### src/rtl/johnson_pkg.sv
// Shared types and Johnson-code helpers for the johnson_code_monitor slice.
// Functions take the live word width so one package serves every WIDTH up to JC_MAX_W.
package johnson_pkg;

  typedef enum logic [1:0] {
    HUNT = 2'd0,
    SYNC = 2'd1,
    LOCK = 2'd2
  } state_t;

  localparam int JC_MAX_W = 32;

  function automatic int idx_width(input int width);
    return (width <= 1) ? 1 : $clog2(2 * width);
  endfunction

  // A Johnson word is a single run of ones and a single run of zeros, so it has at most one bit edge.
  function automatic logic jc_legal(input logic [JC_MAX_W-1:0] word, input int width);
    int edges;
    edges = 0;
    for (int i = 0; i < JC_MAX_W - 1; i++) begin
      if ((i < width - 1) && (word[i] != word[i+1])) edges++;
    end
    return (edges <= 1);
  endfunction

  function automatic int jc_decode(input logic [JC_MAX_W-1:0] word, input int width);
    int pc;
    pc = 0;
    for (int i = 0; i < JC_MAX_W; i++) begin
      if ((i < width) && word[i]) pc++;
    end
    if (word[width-1]) return pc;
    return (pc == 0) ? 0 : (2 * width - pc);
  endfunction

  function automatic int jc_succ(input int i, input int width);
    return (i == 2 * width - 1) ? 0 : i + 1;
  endfunction

  function automatic int jc_pred(input int i, input int width);
    return (i == 0) ? 2 * width - 1 : i - 1;
  endfunction

endpackage

### src/rtl/johnson_decode.sv
// Combinational Johnson word decoder: legality flag plus phase index (0 for illegal words).
module johnson_decode
  import johnson_pkg::*;
#(
  parameter int WIDTH = 4,
  parameter int IDX_W = idx_width(WIDTH)
) (
  input  logic [WIDTH-1:0] word,
  output logic             legal,
  output logic [IDX_W-1:0] idx
);

  logic [JC_MAX_W-1:0] word_ext;

  assign word_ext = JC_MAX_W'(word);
  assign legal    = jc_legal(word_ext, WIDTH);
  assign idx      = legal ? IDX_W'(jc_decode(word_ext, WIDTH)) : '0;

endmodule

### src/rtl/johnson_code_monitor.sv
// Johnson-coded state bus monitor: decode, sequence check, lock FSM and saturating error count.
// Define JOHNSON_REVERSE_EN to accept predecessor transitions and expose the dir output.
module johnson_code_monitor
  import johnson_pkg::*;
#(
  parameter  int WIDTH    = 4,
  parameter  int LOCK_CNT = 2,
  parameter  int ERR_W    = 8,
  localparam int IDX_W    = idx_width(WIDTH)
) (
  input  logic             clk,
  input  logic             rst_n,
  input  logic             in_valid,
  input  logic [WIDTH-1:0] jc_in,
  input  logic             clear,
  output logic             out_valid,
  output logic [IDX_W-1:0] idx,
  output logic             illegal,
  output logic             seq_err,
  output logic             locked,
  output logic [ERR_W-1:0] err_count
`ifdef JOHNSON_REVERSE_EN
  ,
  output logic             dir
`endif
);

  localparam int RUN_W = $clog2(LOCK_CNT + 1);
  localparam logic [ERR_W-1:0] ERR_MAX = '1;

  state_t           state_reg, state_next;
  logic [IDX_W-1:0] ref_reg, ref_next;
  logic [RUN_W-1:0] run_reg, run_next, run_inc;
  logic [IDX_W-1:0] idx_reg, idx_next;
  logic [ERR_W-1:0] err_reg, err_next;
  logic             out_valid_reg;
  logic             illegal_reg, illegal_next;
  logic             seq_err_reg, seq_err_next;
  logic             locked_reg;

  logic             dec_legal;
  logic [IDX_W-1:0] dec_idx;
  logic             is_hold, is_fwd, is_rev;

  johnson_decode #(
    .WIDTH(WIDTH),
    .IDX_W(IDX_W)
  ) u_decode (
    .word (jc_in),
    .legal(dec_legal),
    .idx  (dec_idx)
  );

  assign is_hold = (dec_idx == ref_reg);
  assign is_fwd  = (dec_idx == IDX_W'(jc_succ(int'(ref_reg), WIDTH)));
`ifdef JOHNSON_REVERSE_EN
  assign is_rev  = (dec_idx == IDX_W'(jc_pred(int'(ref_reg), WIDTH)));
`else
  assign is_rev  = 1'b0;
`endif
  assign run_inc = run_reg + RUN_W'(1);

`ifdef JOHNSON_REVERSE_EN
  logic dir_reg, dir_next;
  // Forward wins when successor and predecessor coincide (degenerate WIDTH=1 ring).
  always_comb begin
    dir_next = dir_reg;
    if (in_valid && dec_legal && (state_reg != HUNT) && !is_hold && (is_fwd || is_rev))
      dir_next = is_rev && !is_fwd;
  end
  always_ff @(posedge clk or negedge rst_n) begin
    if (!rst_n) dir_reg <= 1'b0;
    else        dir_reg <= dir_next;
  end
  assign dir = dir_reg;
`endif

  always_comb begin
    state_next   = state_reg;
    ref_next     = ref_reg;
    run_next     = run_reg;
    idx_next     = idx_reg;
    illegal_next = 1'b0;
    seq_err_next = 1'b0;
    if (in_valid) begin
      idx_next = dec_idx;
      if (!dec_legal) begin
        illegal_next = 1'b1;
        state_next   = HUNT;
        run_next     = '0;
      end else begin
        ref_next = dec_idx;
        case (state_reg)
          SYNC: begin
            if (is_fwd || is_rev) begin
              run_next = run_inc;
              if (run_inc >= RUN_W'(LOCK_CNT)) state_next = LOCK;
            end else if (!is_hold) begin
              run_next = '0;
            end
          end
          LOCK: begin
            if (!(is_hold || is_fwd || is_rev)) begin
              seq_err_next = 1'b1;
              state_next   = SYNC;
              run_next     = '0;
            end
          end
          default: begin
            state_next = SYNC;
            run_next   = '0;
          end
        endcase
      end
    end
  end

  // clear overrides an error reported in the same cycle.
  always_comb begin
    err_next = err_reg;
    if (clear)
      err_next = '0;
    else if ((illegal_next || seq_err_next) && (err_reg != ERR_MAX))
      err_next = err_reg + ERR_W'(1);
  end

  always_ff @(posedge clk or negedge rst_n) begin
    if (!rst_n) begin
      state_reg     <= HUNT;
      ref_reg       <= '0;
      run_reg       <= '0;
      idx_reg       <= '0;
      err_reg       <= '0;
      out_valid_reg <= 1'b0;
      illegal_reg   <= 1'b0;
      seq_err_reg   <= 1'b0;
      locked_reg    <= 1'b0;
    end else begin
      state_reg     <= state_next;
      ref_reg       <= ref_next;
      run_reg       <= run_next;
      idx_reg       <= idx_next;
      err_reg       <= err_next;
      out_valid_reg <= in_valid;
      illegal_reg   <= illegal_next;
      seq_err_reg   <= seq_err_next;
      locked_reg    <= (state_next == LOCK);
    end
  end

  assign out_valid = out_valid_reg;
  assign idx       = idx_reg;
  assign illegal   = illegal_reg;
  assign seq_err   = seq_err_reg;
  assign locked    = locked_reg;
  assign err_count = err_reg;

endmodule

### config.mk
export PLATFORM = sky130hd
export DESIGN_NAME = johnson_code_monitor
export DESIGN_NICKNAME = d
export VERILOG_FILES = /design/src/rtl/johnson_pkg.sv /design/src/rtl/johnson_decode.sv /design/src/rtl/johnson_code_monitor.sv
export SDC_FILE = /design/constraint.sdc
export NUM_CORES = 1
export LEC_CHECK = 0
export CORE_MARGIN = 1
export CORE_UTILIZATION = 39
export DETAILED_ROUTE_END_ITERATION = 16
export SLEW_MARGIN = 0
export SYNTH_ARGS = -nofsm -noshare
export SYNTH_HDL_FRONTEND = slang
export SYNTH_HIERARCHICAL = 1
export SYNTH_SLANG_ARGS = --single-unit
### constraint.sdc
create_clock -name clk -period 3 [get_ports clk]
set_input_delay 0.6 -clock clk [delete_from_list [all_inputs] [get_ports clk]]
set_output_delay 0.6 -clock clk [all_outputs]
set_load 0.01 [all_outputs]
==> metrics.cfg, run 1 <==
[status]
outcome=complete, but fails checks
violations=negative setup slack

[setup_path]
required_ns=3.19
rr_worst_depth=11
crit_type=primary input to flop
crit_start=jc_in[1]
r2r_start=ref_reg[0]
endpoint=err_count[5]
worstSetupEndpointType=flop
start_kind=primary input
worstReg2RegEnd=err_count[1]
cp.arrival_ns=3.71
r2r_slack_ns=0.37
critPathMaxFanout=6

[final_layout]
drive_gt1_frac=0.3698
num_antenna_cells=0
largest_reg_flops=8
fin_nets=210
multi_input_area_um2=965.9
seq_area_um2=550.5
area_growth_pct=44.55
final_area_um2=2091
fin_cells=238
fill_cells=297

[global_routing]
grt_pass1_vias=1269
grt_max_degree=23
grt_pass1_wl_um=5361
grt_use_total=0.1674
antenna_found_initial=0
grt_overflow_total=0

[logic_synthesis]
ys_seq_area_frac=0.3806
synth_area_leaders=dfrtp_1 38%, ha_1 7.8%, mux2_2 5.4%, o21ai_0 3.8%, a21oi_1 3.1%
yosysWarnings=6
synth_edf_count=0
synth_area_leader_cell=dfrtp_1
ys_dominant_reg_cell=dfrtp_1
synth.distinct_cells=43
yosys-top-cells-count=22 x dfrtp_1, 12 x nor2_1, 11 x o21ai_0
synthArstFlopShare=1.000
syn_inst=147
syn_area_um2=1446
yosysMostFrequentCell=dfrtp_1
synth.avg_cell_area_um2=9.839
synth_fp_nets=164
ys_ff_latch=22
synth_top_area_frac=0.3806

[placement]
gp_congestion=0.7598
dp_hpwl_um=2299
portBuffers=22
placedInstanceArea_um2=1903
place_inst=230

[routing]
vias=1233
drtIter0Drc=83
drc=0
wl_um=3032
drt-wirelength-per-cell_um=12.74
first_pass_iters=4
ant_nets=0
vias_per_cell=5.181

[power]
ir_worst_vdd_mv=0.3002
p_per_area_nw_per_um2=481.1
p_leak_nw=0.8790

[timing]
hold-worst-slack_ns=0.4893
max_freq_ghz=0.2835
setup_viol=14
timing.final.max_slew_violations=0
timing.final.ws_setup_ns=-0.5271
fin_worst_skew_ns=0.003447
tightest_slew_ns=0.3904
rsz0062_at_grt=true
fin_crit_sh=1.176
slew_headroom=0.7389
hold_violations=0
finalCriticalPeriod_ns=3.527

[die]
die_area_um2=3956
core_um2=3442
fp.dieW_um=62.90
die_y_um=62.90
fp-row-count=21
start_util=0.4202
io_pins=23

[clock_network]
cts_tree=built
clk_latency_ns=0.26
numCtsBuffers=3
root_buffer=clkbuf_8
cts-htree-levels=1
clkTransAtPathRegs_ns=0.08
cts.sinks=22
clockBufferDepth=2

[hold_path]
hp-start=run_reg[1]
hold_class=flop to flop

[job]
max_cap_violations=0

what timing repair did:
item                       4_1_cts  5_1_grt
hold buffers                     0        0
gates cloned                     1        0
setup buffers                    3        1
pin swaps                       11        7
gates resized for setup         29        9
setup endpoints to repair       14       14
how the worst min path moves through the flow:
| stage | end | slack [ns] | depth (start not counted) |
|---|---|---|---|
| after global placement | idx[1] | 0.49 | 1 |
| after global routing | run_reg[1] | 0.54 | 1 |
| after CTS | run_reg[1] | 0.48 | 1 |
| after detailed placement | run_reg[1] | 0.49 | 1 |
| after floorplan | err_count[0] | 0.30 | 0 |
| final | run_reg[1] | 0.49 | 1 |
cell families (layout without fill, tap and decap cells):
| kind of cell | count (synthesis) | in the layout | share of synthesized area |
|---|---|---|---|
| AO/OA/AOI/OAI | 32 | 32 | 0.1566 |
| XOR/XNOR | 10 | 10 | 0.07094 |
| adder cells (fa/ha/maj) | 9 | 9 | 0.07786 |
| buffers and inverters | 14 | 59 | 0.04412 |
| flip-flops | 22 | 22 | 0.3806 |
| multiplexers | 10 | 10 | 0.07526 |
| AND/OR/NAND/NOR | 50 | 50 | 0.1946 |
critical path: stages:
cell      delay, ns
buf_8          0.09
inv_8          0.03
ha_4           0.23
xor2_2         0.15
ha_1           0.31
mux2i_1        0.15
ha_2           0.19
nor2_2         0.05
o21ai_1        0.12
nor3b_4        0.31
xor2_2         0.19
buf_6          0.14
nor4b_4        0.05
a311oi_4       0.37
a31oi_4        0.14
buf_6          0.15
or3_4          0.33
a21oi_2        0.12
per-layer routing:
metal | wire [um] | up-vias | GRT usage
li1 | - | 615 | -
met5 | 0 | - | 0
met1 | 1363 | 599 | 0.2030
met2 | 1593 | 17 | 0.3185
met3 | 50 | 2 | 0.01642
met4 | 25 | 0 | 0.02616
cells in the final DEF (no fill, tap or decap), drive strengths merged, types with 7 or more instances in the layout:
cell,synthesis,layout
a21oi,9,9
buf,3,25
clkdlybuf4s50,0,19
dfrtp,22,22
ha,9,9
inv,10,10
mux2,7,7
nand3,7,7
nor2,12,12
o21ai,11,11
xor2,7,7
per-stage QoR:
step / power [W] / setup TNS, ns / worst slack [ns] / util
4_1_cts: 0.0009807 / -5.777 / -0.5159 / 0.5932
3_5_place_dp: 0.0007206 / -18.35 / -1.409 / 0.5529
6_report: 0.001006 / -6.177 / -0.5271 / 0.6074
5_1_grt: 0.001077 / -8.774 / -0.7293 / 0.6074
3_3_place_gp: 0.0007051 / -16.18 / -1.248 / 0.5529
2_1_floorplan: 0.0005866 / -5.120 / -0.5243 / -
area by class of cell:
type,count,area share
Tap cell,46,0.02753
Inverter,10,0.02513
Clock buffer,4,0.02633
Sequential cell,22,0.2633
Multi-Input combinational cell,111,0.4620
Timing Repair Buffer,45,0.1957
report_power, final:
part	switching [W]	total [W]	internal (W)
logic	0.000225	0.000447	0.000222
registers	0.0000250	0.000348	0.000323
clock network	0.0000945	0.000211	0.000117
total	0.000345	0.00101	0.000661
No activity file was read; power rests on OpenSTA's default activity.
==> run 2: changes to the inputs <==
CTS_BUF_LIST = sky130_fd_sc_hd__clkbuf_8   (was not set)
GPL_ROUTABILITY_DRIVEN = 0   (was not set)
==> results of run 2 <==
Same layout as run 1: the final DEF is identical, and so are final timing and power.
